File: src/rtl/cpu_pkg.sv
// cpu_pkg: opcodes, state encoding, control codes and ID-stage dispatch shared by the sequencer
package cpu_pkg;
  localparam logic [5:0] OP_R    = 6'b000000;
  localparam logic [5:0] OP_ADDI = 6'b001000;
  localparam logic [5:0] OP_ORI  = 6'b001101;
  localparam logic [5:0] OP_ANDI = 6'b001100;
  localparam logic [5:0] OP_LW   = 6'b100011;
  localparam logic [5:0] OP_SW   = 6'b101011;
  localparam logic [5:0] OP_BEQ  = 6'b000100;
  localparam logic [5:0] OP_BNE  = 6'b000101;
  localparam logic [5:0] OP_J    = 6'b000010;
  localparam logic [5:0] OP_JAL  = 6'b000011;
  localparam logic [5:0] F_ADD = 6'b100000;
  localparam logic [5:0] F_SUB = 6'b100010;
  localparam logic [5:0] F_AND = 6'b100100;
  localparam logic [5:0] F_OR  = 6'b100101;
  localparam logic [5:0] F_SLT = 6'b101010;
  localparam logic [5:0] F_SLL = 6'b000000;
  localparam logic [5:0] F_JR  = 6'b001000;
  localparam logic [3:0] S_IF     = 4'd0;
  localparam logic [3:0] S_ID     = 4'd1;
  localparam logic [3:0] S_EXE_AL = 4'd2;
  localparam logic [3:0] S_EXE_BR = 4'd3;
  localparam logic [3:0] S_EXE_LS = 4'd4;
  localparam logic [3:0] S_MEM    = 4'd5;
  localparam logic [3:0] S_WB_AL  = 4'd6;
  localparam logic [3:0] S_WB_LD  = 4'd7;
  localparam logic [3:0] S_HALT   = 4'd8;
  localparam logic [2:0] ALU_ADD = 3'b000;
  localparam logic [2:0] ALU_SUB = 3'b001;
  localparam logic [2:0] ALU_AND = 3'b010;
  localparam logic [2:0] ALU_OR  = 3'b011;
  localparam logic [2:0] ALU_SLT = 3'b100;
  localparam logic [2:0] ALU_SLL = 3'b101;
  localparam logic [1:0] PC_SEQ = 2'b00;
  localparam logic [1:0] PC_BR  = 2'b01;
  localparam logic [1:0] PC_JR  = 2'b10;
  localparam logic [1:0] PC_J   = 2'b11;
  localparam logic [1:0] RD_RA = 2'b00;
  localparam logic [1:0] RD_RT = 2'b01;
  localparam logic [1:0] RD_RD = 2'b10;
  typedef struct packed {
    logic       pc_wre;
    logic       ir_wre;
    logic       reg_wre;
    logic [1:0] reg_dst;
    logic       wr_reg_src;
    logic       db_src;
    logic       alu_src_a;
    logic       alu_src_b;
    logic [2:0] alu_op;
    logic       ext_sel;
    logic [1:0] pc_src;
    logic       mrd;
    logic       mwr;
  } ctrl_t;
  // Jumps, jr and anything unrecognised finish in ID, so they all map back to IF.
  function automatic logic [3:0] id_next(input logic [5:0] op, input logic [5:0] func, input logic [5:0] halt_op);
    logic rk;
    rk = op == OP_R && func inside {F_ADD, F_SUB, F_AND, F_OR, F_SLT, F_SLL};
    return op == halt_op ? S_HALT :
           op inside {OP_BEQ, OP_BNE} ? S_EXE_BR :
           op inside {OP_LW, OP_SW} ? S_EXE_LS :
           rk || op inside {OP_ADDI, OP_ORI, OP_ANDI} ? S_EXE_AL : S_IF;
  endfunction
endpackage

File: src/rtl/ctrl_decode.sv
// ctrl_decode: combinational map from (state, op, func, zero) to the datapath control bundle
module ctrl_decode
  import cpu_pkg::*;
#(
  parameter logic [5:0] HALT_OP = 6'b111111
) (
  input  logic [3:0] state,
  input  logic [5:0] op,
  input  logic [5:0] func,
  input  logic       zero,
  output ctrl_t      ctrl
);
  logic r, jal, jr, br, taken;
  assign r = op == OP_R;
  assign jal = op == OP_JAL;
  assign jr = r && func == F_JR;
  assign br = op inside {OP_BEQ, OP_BNE};
  assign taken = (op == OP_BEQ && zero) || (op == OP_BNE && !zero);
  always_comb begin
    ctrl = '0;
    ctrl.pc_wre = (state == S_ID && id_next(op, func, HALT_OP) == S_IF) || state == S_EXE_BR ||
                  (state == S_MEM && op == OP_SW) || state == S_WB_AL || state == S_WB_LD;
    ctrl.ir_wre = state == S_IF;
    ctrl.reg_wre = state == S_WB_AL || state == S_WB_LD || (state == S_ID && jal);
    ctrl.reg_dst = jal ? RD_RA : r ? RD_RD : RD_RT;
    ctrl.wr_reg_src = !jal;
    ctrl.db_src = op == OP_LW;
    ctrl.alu_src_a = r && func == F_SLL;
    ctrl.alu_src_b = op inside {OP_ADDI, OP_ORI, OP_ANDI, OP_LW, OP_SW};
    ctrl.alu_op = r ? (func == F_SUB ? ALU_SUB : func == F_AND ? ALU_AND : func == F_OR ? ALU_OR :
                       func == F_SLT ? ALU_SLT : func == F_SLL ? ALU_SLL : ALU_ADD) :
                  op == OP_ORI ? ALU_OR : op == OP_ANDI ? ALU_AND : br ? ALU_SUB : ALU_ADD;
    ctrl.ext_sel = !(op inside {OP_ORI, OP_ANDI});
    ctrl.pc_src = state == S_ID ? (op == OP_J || jal ? PC_J : jr ? PC_JR : PC_SEQ) :
                  state == S_EXE_BR && taken ? PC_BR : PC_SEQ;
    ctrl.mrd = state == S_MEM && op == OP_LW;
    ctrl.mwr = state == S_MEM && op == OP_SW;
  end
endmodule

File: src/rtl/multicycle_ctrl.sv
// multicycle_ctrl: IF/ID/EXE/MEM/WB state register and next-state logic for the multi-cycle CPU
module multicycle_ctrl
  import cpu_pkg::*;
#(
  parameter logic [5:0] HALT_OP = 6'b111111
) (
  input  logic       clk,
  input  logic       Reset,
  input  logic [5:0] op,
  input  logic [5:0] func,
  input  logic       zero,
  output logic       PCWre,
  output logic       IRWre,
  output logic       RegWre,
  output logic [1:0] RegDst,
  output logic       WrRegDSrc,
  output logic       DBDataSrc,
  output logic       ALUSrcA,
  output logic       ALUSrcB,
  output logic [2:0] ALUOp,
  output logic       ExtSel,
  output logic [1:0] PCSrc,
  output logic       mRD,
  output logic       mWR,
  output logic [3:0] state,
  output logic       halted
);
  logic [3:0] state_r, nxt;
  ctrl_t dec, c;
  ctrl_decode #(.HALT_OP(HALT_OP)) u_dec (.state(state_r), .op(op), .func(func), .zero(zero), .ctrl(dec));
  always_comb begin
    nxt = state_r == S_IF ? S_ID :
          state_r == S_ID ? id_next(op, func, HALT_OP) :
          state_r == S_EXE_AL ? S_WB_AL :
          state_r == S_EXE_LS ? S_MEM :
          state_r == S_MEM ? (op == OP_LW ? S_WB_LD : S_IF) :
          state_r == S_HALT ? S_HALT : S_IF;
  end
  always_ff @(posedge clk) begin
    state_r <= Reset ? S_IF : nxt;
  end
  // Reset is synchronous, so mask the decode during the reset cycle itself to keep every enable low.
  assign c = Reset ? '0 : dec;
  assign {PCWre, IRWre, RegWre, RegDst, WrRegDSrc, DBDataSrc, ALUSrcA, ALUSrcB, ALUOp, ExtSel, PCSrc, mRD, mWR} = c;
  assign state = Reset ? S_IF : state_r;
  assign halted = !Reset && state_r == S_HALT;
endmodule

File: config.mk
export PLATFORM = sky130hd
export DESIGN_NAME = multicycle_ctrl
export DESIGN_NICKNAME = d
export VERILOG_FILES = /design/src/rtl/cpu_pkg.sv /design/src/rtl/ctrl_decode.sv /design/src/rtl/multicycle_ctrl.sv
export SDC_FILE = /design/constraint.sdc
export NUM_CORES = 1
export LEC_CHECK = 0
export ABC_AREA = 1
export CORE_UTILIZATION = 38
export DETAILED_ROUTE_END_ITERATION = 8
export MAX_ROUTING_LAYER = met4
export PLACE_DENSITY_LB_ADDON = 0.2
export SETUP_SLACK_MARGIN = 0.4
export SLEW_MARGIN = 30
export SYNTH_ARGS = -nofsm -noshare
export SYNTH_HDL_FRONTEND = slang
export SYNTH_SLANG_ARGS = --single-unit
export TNS_END_PERCENT = 10
File: constraint.sdc
create_clock -name clk -period 1.7 [get_ports clk]
set_input_delay 0.34 -clock clk [delete_from_list [all_inputs] [get_ports clk]]
set_output_delay 0.34 -clock clk [all_outputs]
set_load 0.005 [all_outputs]
==> results.ini, run 1 <==
[synth]
ys_types = 21
synth_top_flop_cell = dfxtp_1
yosysMostFrequentCell = nor2_1
ys_top_cells_by_area = nor2_1, nand2_1, dfxtp_1
syn_nets = 146
syn_inst = 131
ys.warnings.count = 0
yosysTopAreaCell = nor2_1
synth_edf_count = 0
async_flop_share_pct = 0
synth_area_per_cell_um2 = 5.04
synth_area_um2 = 661
ys_seq_area_share_pct = 12.1
ys_ff_latch = 4
yosys.area.top_type_share_pct = 16.5
synth_common_cells = nor2_1, nand2_1, inv_1, nand3_1

[placed_design]
place_hpwl_mm = 2.07
portBuffers = 36
routabilityCongestion = 1.02
place_ws_ps = -833

[grt]
grt_usage_pct = 62.6
grt_max_degree = 11
overflow = 34

[floorplanning]
fp.dieW_um = 43.7
io_pins = 37
fp.dieH_um = 43.7
num_rows = 14
initial_core_util_pct = 42.4

[clock_network]
cts_buffers = 3
h-tree-depth = 1
cts-root-buf = clkbuf_4
cts_buffer_depth = 2
clkSinkCount = 4

[sta]
worstEpCategory = primary output
postGrtWorstEndpoint = PCWre

[run_status]
run_status = aborted with a tool error
stop_error = [ERROR GRT-0232] Routing congestion too high. Check the congestion heatmap in the GUI.
haltStage = global routing (5_1_grt)

[timing repair]
item	CTS
gates resized for setup	157
setup buffers	12
endpoints found under the setup margin	26
pin swaps	22
hold buffers	0
[logic make-up after synthesis]
family | share of synthesized area, %
simple gates | 59.1
buf+inv | 13.8
compound gates | 13.6
flops | 12.1
xor+xnor | 1.33
[per-stage QoR]
| stage | cells | hold slack, ps | area (um2) | util, % |
|---|---|---|---|---|
| 2_1_floorplan | 131 | 503 | 661 | - |
| 4_1_cts | 228 | 499 | 1440 | 92.3 |
| 3_5_place_dp | 213 | 679 | 1270 | 81.5 |
| 3_3_place_gp | 213 | 667 | 1270 | 81.5 |
[layer usage]
metal / global-route usage [%] / GRT overflow
met4: 73.8 / 13
met5: - / -
met1: 54.2 / 0
met3: 25.8 / 0
met2: 93.4 / 21
==> run 2, diff against run 1 <==
- CORE_AREA: not set -> 2 2 63 65
- CORE_UTILIZATION: 38 -> not set
- DIE_AREA: not set -> 0 0 65 67
- MAX_ROUTING_LAYER: met4 -> not set
- PLACE_DENSITY_LB_ADDON: 0.2 -> 0.15
- SETUP_SLACK_MARGIN: 0.4 -> not set
==> run 2 against run 1 <==
Effect of this change:
- the flow now finishes, with violations (setup timing)
- synthesized cell count is the same
- area after synthesis is the same
==> results.ini, run 2 <==
[clock_network]
cts_buffers = 3  ; unchanged
clock_latency_ps = 210
path_clk_slew_ps = 30
h-tree-depth = 1  ; unchanged
cts_buffer_depth = 2  ; unchanged
clkSinkCount = 4  ; unchanged
cts-root-buf = clkbuf_8  ; was clkbuf_4
postCtsHoldBufs = 0  ; unchanged
cts_tree = yes

[sta]
fmax_mhz = 575
hold_viol_final = 0
worst_slack_ps = -38.6
finalCritPeriodShare_pct = 102
finalCriticalPeriod_ps = 1740
slew_headroom_pct = 83.1
tightest_slew_ps = 251
slew_viol_final = 0
grt_setup_unrepaired = true
setup_viol_count_final = 3
fin_skew_ps = 3.56
setup_tns_ps = -53.6

[grt]
busiest_layer = met2
grt_use_met2_pct = 27.1
grt_pass1_wl_mm = 4.64
grt_pass1_vias = 1129
overflow = 0
grt_max_degree = 11
grt_usage_pct = 13.4
gr-usage-met3_pct = 2.70
met1_usage_pct = 14.6
antenna_found_initial = 0

[final_layout]
drive_above_1_share_pct = 58.9
area_delta_synth_final_pct = 144
final_area_um2 = 1610
nets = 236
regMostFlops = state_r
largest_reg_flops = 4
regArea_um2 = 86.3
final_common_cell = buf_4
final.fill_count = 393
top_regs = state_r: 4 flops
most-common-layout-cells = buf_4, nand2_1, buf_2
multi_input_area_um2 = 669
num_antenna_cells = 0

[run_status]
violations = setup timing
run_status = finished, violations left  ; was aborted with a tool error

[power_and_ir_drop]
p_clk_share_pct = 32.8
ir_drop_uv = 236
leakagePower_nw = 0.882
power.total_w = 0.000600
power_density_nw_per_um2 = 372
power_frac_seq_pct = 17.6
p_sw_share_pct = 32.4
combPwrFrac_pct = 49.6
power_switching_w = 0.000195
internal_power_w = 0.000405

[synth]
ys_seq_area_share_pct = 12.1  ; unchanged
synth_top_family_by_area = simple AND/OR/NAND/NOR gates  ; unchanged
synth_compound_area_share_pct = 13.6  ; unchanged
synth_top_flop_cell = dfxtp_1  ; unchanged
yosysMostFrequentCell = nor2_1  ; unchanged
yosys.area.top_type_share_pct = 16.5  ; unchanged
ys_ff_latch = 4  ; unchanged
synthSimpleGateAreaFrac_pct = 59.1  ; unchanged
synth_common_cells = nor2_1, nand2_1, inv_1, nand3_1  ; unchanged
async_flop_share_pct = 0  ; unchanged
synth_area_per_cell_um2 = 5.04  ; unchanged
ys_types = 21  ; unchanged
synth_area_um2 = 661  ; unchanged
synth_xor_area_share_pct = 1.33  ; unchanged
synth_fa_ha_area_share_pct = 0  ; unchanged
syn_nets = 146  ; unchanged
ys.warnings.count = 0  ; unchanged
synth_edf_count = 0  ; unchanged
synth_mux_area_share_pct = 0  ; unchanged
ys_top_cells_by_area = nor2_1, nand2_1, dfxtp_1  ; unchanged
syn_inst = 131  ; unchanged
yosysTopAreaCell = nor2_1  ; unchanged

[run]
cap_violations = 0

[floorplanning]
initial_core_util_pct = 18.3  ; was 42.4%
fp.dieArea_um2 = 4360
io_pins = 37  ; unchanged
fp.dieH_um = 67  ; was 43.7 um
core_region_area_um2 = 3610
fp.dieW_um = 65  ; was 43.7 um
num_rows = 22  ; was 14

[setup_path]
cp-start-kind = input port
crit_type = input port to output pin
cp.arrival_ps = 1400
crit_fanout = 3
endpoint_kind = output pin
critPathRequiredTime_ps = 1360

[routing]
wl_mm = 2.83
drtIter0Drc = 30
wire_per_inst_um = 10.6
final_antenna_net_count = 0
drcViolationCount = 0
routed_via_density = 4.23
dr.pass1.iters = 4
num_vias = 1130

[hold_path]
min_path_type = input port to register

[placed_design]
place_hpwl_mm = 2.16  ; was 2.07 mm
routabilityCongestion = 0.823  ; was 1.02
place_ws_ps = -775  ; was -833 ps
portBuffers = 36  ; unchanged
dpl_cell_area_um2 = 1320  ; was 1270 um2

[run 2: cell counts after synthesis]
No cell type changed its count.
[run 2: final cells by class]
cell class | count | share of cell area (%)
clock buffers | 3 | 2.56
inverters | 23 | 5.59
multi-input cells | 103 | 41.5
flip-flops and latches | 4 | 5.35
well taps | 48 | 3.72
repair buffers | 86 | 41.3
[run 2: path summary, 6_finish.rpt]
check                        startpoint               endpoint  slack (ps)  cells past startpoint
setup / recovery                func[1]                  PCWre         -40                     11
hold / removal                    Reset  state_r[0]$_SDFF_PP0_         540                      3
setup reg to reg  state_r[3]$_SDFF_PP0_  state_r[3]$_SDFF_PP0_         510                      7
hold reg to reg   state_r[1]$_SDFF_PP0_  state_r[0]$_SDFF_PP0_         700                      4
[run 2: worst max-delay path, cell delays in order]
cell	delay, ps
dlygate4sd2_1	260
inv_1	90
nor2_1	50
nand3_1	80
nand2_1	60
inv_2	50
nand2_1	60
nand2_2	80
nand3_2	70
a21oi_2	130
buf_2	120
[run 2: stage by stage]
stage | std cells | hold WS [ps] | util, %
after global placement | 246 | 646 | 36.5
after CTS | 261 | 610 | 41.4
after global routing | 267 | 567 | 44.7
after floorplan | 131 | 503 | -
after detailed placement | 246 | 641 | 36.5
final | 267 | 540 | 44.7
[run 2: cell families (layout without fill, tap and decap cells)]
group,Yosys count,after routing
compound gates,16,16
xor+xnor,1,1
buf+inv,24,112
flops,4,4
simple gates,86,86
[run 2: what timing repair did]
action	4_1_cts	5_1_grt
setup endpoints to repair	22	22
buffers inserted	12	6
cloned	0	0
resized for setup	126	35
pin swaps	18	22
[run 2: power groups by stage]
stage | sequential [W] | combinational, W | clock (W)
floorplan | 0.000107 | 0.0000901 | 0
global placement | 0.000107 | 0.000243 | 0
detailed placement | 0.000107 | 0.000243 | 0
CTS | 0.000104 | 0.000265 | 0.000202
global route | 0.000106 | 0.000327 | 0.000213
finish | 0.000106 | 0.000298 | 0.000197
[run 2: per-layer routing]
layer | vias up | wire, um
met5 | - | 0
met2 | 25 | 1540
li1 | 600 | -
met1 | 505 | 1170
met3 | 0 | 112
met4 | 0 | 0
Note: power is estimated with default switching activity, not from simulation.
==> run 3, diff against run 2 <==
- CTS_CLUSTER_SIZE: not set -> 25
==> results of run 3 <==
The final DEF is identical to that of run 2; final timing and power are the same.
==> run 4, diff against run 3 <==
- PLACE_DENSITY_LB_ADDON: 0.15 -> not set
==> run 4 against run 3 <==
Effect of this change:
- the run still ends with setup timing left
- cell area down 3.4%
- die area unchanged
- first-iteration DRC count down 13%
==> results.ini, run 4 (synthesis results as in run 2) <==
[setup_path]
path_buf_inv = 2  ; was 4
rrSetupSlack_ps = 450  ; was 510 ps
crit_type = input port to output pin  ; unchanged
crit_family = simple AND/OR/NAND/NOR gates  ; was buffers and inverters
crit_chain = dlygate4sd2_1, nor2_2, nand2_1, nor2_1, nor2_1, nand2_1, nand2_2, nand3_2, a21oi_2, buf_2  ; was dlygate4sd2_1, inv_1, nor2_1, nand3_1, nand2_1, inv_2, nand2_1, nand2_2, nand3_2, a21oi_2, buf_2
r2r_end = state_r[2]$_SDFF_PP0_  ; was state_r[3]$_SDFF_PP0_
crit_slowest_cell = dlygate4sd2_1  ; unchanged
cp-start-kind = input port  ; unchanged
cp.arrival_ps = 1390  ; was 1400 ps
r2r_start = state_r[1]$_SDFF_PP0_  ; was state_r[3]$_SDFF_PP0_
critical_path.max_stage_delay_ps = 260  ; about the same
r2r_cells = 7  ; unchanged
critPathRequiredTime_ps = 1360  ; about the same
endpoint_kind = output pin  ; unchanged
crit_fanout = 2  ; was 3

[sta]
finalHoldWorstSlack_ps = 491  ; was 540 ps
finalCriticalPeriod_ps = 1730  ; was 1740 ps
fmax_mhz = 579  ; was 575 MHz
slew_headroom_pct = 81.4  ; was 83.1%
setup_viol_count_final = 4  ; was 3
finalCritPeriodShare_pct = 102  ; about the same
worst_slack_ps = -26.3  ; was -38.6 ps
tightest_slew_ps = 276  ; was 251 ps
grt_setup_unrepaired = true  ; unchanged
hold_viol_final = 0  ; unchanged
slew_viol_final = 0  ; unchanged
fin_skew_ps = 4.72  ; was 3.56 ps

[final_layout]
nets = 233  ; was 236
top_regs = state_r: 4 flops  ; unchanged
regMostFlops = state_r  ; unchanged
most-common-layout-cells = buf_4, nand2_1, nor2_1  ; was buf_4, nand2_1, buf_2
final_core_util_pct = 43.2  ; was 44.7%
area_delta_synth_final_pct = 136  ; was 144%
drive_above_1_share_pct = 54.6  ; was 58.9%
num_antenna_cells = 0  ; unchanged
final_common_cell = buf_4  ; unchanged
largest_reg_flops = 4  ; unchanged

[clock_network]
cts-root-buf = clkbuf_8  ; unchanged
postCtsHoldBufs = 0  ; unchanged
path_clk_slew_ps = 30  ; about the same
clkSinkCount = 4  ; unchanged
clock_latency_ps = 210  ; about the same
cts_buffer_depth = 2  ; unchanged
cts_tree = yes  ; unchanged
cts_buffers = 3  ; unchanged
h-tree-depth = 1  ; unchanged

[power_and_ir_drop]
power_switching_w = 0.000183  ; was 0.000195 W
combPwrFrac_pct = 47.8  ; was 49.6%
ir_drop_uv = 217  ; was 236 uV
power_frac_seq_pct = 18.3  ; was 17.6%
p_sw_share_pct = 31.8  ; was 32.4%
p_clk_share_pct = 33.9  ; was 32.8%
power.total_w = 0.000576  ; was 0.000600 W
power_density_nw_per_um2 = 370  ; was 372 nW/um2
leakagePower_nw = 0.846  ; was 0.882 nW
internal_power_w = 0.000393  ; was 0.000405 W

[grt]
grt_max_degree = 9  ; was 11
overflow = 0  ; unchanged
antenna_found_initial = 0  ; unchanged
grt_pass1_wl_mm = 4.40  ; was 4.64 mm
grt_pass1_vias = 1092  ; was 1,129
grt_usage_pct = 12.5  ; was 13.4%

[placed_design]
place_ws_ps = -770  ; was -775 ps
place_hpwl_mm = 2.03  ; was 2.16 mm
routabilityCongestion = 0.819  ; was 0.823
portBuffers = 36  ; unchanged

[floorplanning]
fp.dieH_um = 67  ; unchanged
core_region_area_um2 = 3610  ; unchanged
fp.dieW_um = 65  ; unchanged
initial_core_util_pct = 18.3  ; unchanged
io_pins = 37  ; unchanged
fp.dieArea_um2 = 4360  ; unchanged
num_rows = 22  ; unchanged

[routing]
final_antenna_net_count = 0  ; unchanged
drcViolationCount = 0  ; unchanged
num_vias = 1096  ; was 1,130
wl_mm = 2.52  ; was 2.83 mm
drtIter0Drc = 26  ; was 30
routed_via_density = 4.15  ; was 4.23
wire_per_inst_um = 9.55  ; was 10.6 um
dr.pass1.iters = 3  ; was 4

[hold_path]
holdPathStages = 3  ; unchanged
hold_end = state_r[0]$_SDFF_PP0_  ; unchanged
min_path_type = input port to register  ; unchanged
min-delay-start = Reset  ; unchanged

[run_status]
run_status = finished, violations left  ; unchanged
violations = setup timing  ; unchanged

[run]
cap_violations = 0  ; unchanged

-- run 4: cell types whose count changed in the layout (fill, tap and decap cells not counted), moves of 3 or more --
cell / change
nor3_2: -4
clkdlybuf4s15_1: -5
buf_2: -4
nor3_1: +3
nor2_1: +3
dlygate4sd2_1: +6
-- run 4: how the worst max path moves through the flow --
stage / start / end / slack, ps / cells past startpoint
CTS: state_r[0]$_SDFF_PP0_ / IRWre / -170 / 5
floorplan: state_r[0]$_SDFF_PP0_ / PCWre / 310 / 6
finish: func[3] / PCWre / -30 / 10
detailed placement: op[0] / ALUSrcB / -770 / 8
global route: func[1] / PCWre / -130 / 11
global placement: op[4] / ALUOp[0] / -770 / 9
-- run 4: through the flow --
stage          cell area, um2  instances  setup TNS (ps)
3_5_place_dp             1360        251          -13000
2_1_floorplan             661        131               0
6_report                 1560        264           -56.0
4_1_cts                  1550        264            -426
5_1_grt                  1560        264            -763
3_3_place_gp             1360        251          -13070
-- run 4: cell type report --
class	count	area (um2)
fillers	377	2050
repair buffers	83	653
multi-input cells	103	627
inverters	23	90.1
flip-flops and latches	4	86.3
well taps	48	60.1
clock buffers	3	41.3
-- run 4: repair_timing --
action / CTS / global route
setup endpoints to repair: 22 / 20
pin swaps: 15 / 4
buffers inserted: 10 / 0
resized for setup: 125 / 18
-- run 4: power by group through the flow --
stage / clock network [W] / registers, W / logic (W)
detailed placement: 0 / 0.000107 / 0.000242
finish: 0.000195 / 0.000106 / 0.000275
floorplan: 0 / 0.000107 / 0.0000901
global route: 0.000212 / 0.000107 / 0.000304
global placement: 0 / 0.000107 / 0.000241
CTS: 0.000197 / 0.000106 / 0.000270
-- run 4: tightest hold or removal path, stage by stage --
cell and delay (ps):
buf_2 130, buf_4 140, a31oi_1 40
-- run 4: routing by layer --
metal,vias to the layer above,wire length (um),GRT usage [%]
met4,0,0,0
met2,29,1210,23.2
met1,478,1160,15.4
met5,-,0,0
met3,0,152,3.04
li1,589,-,-
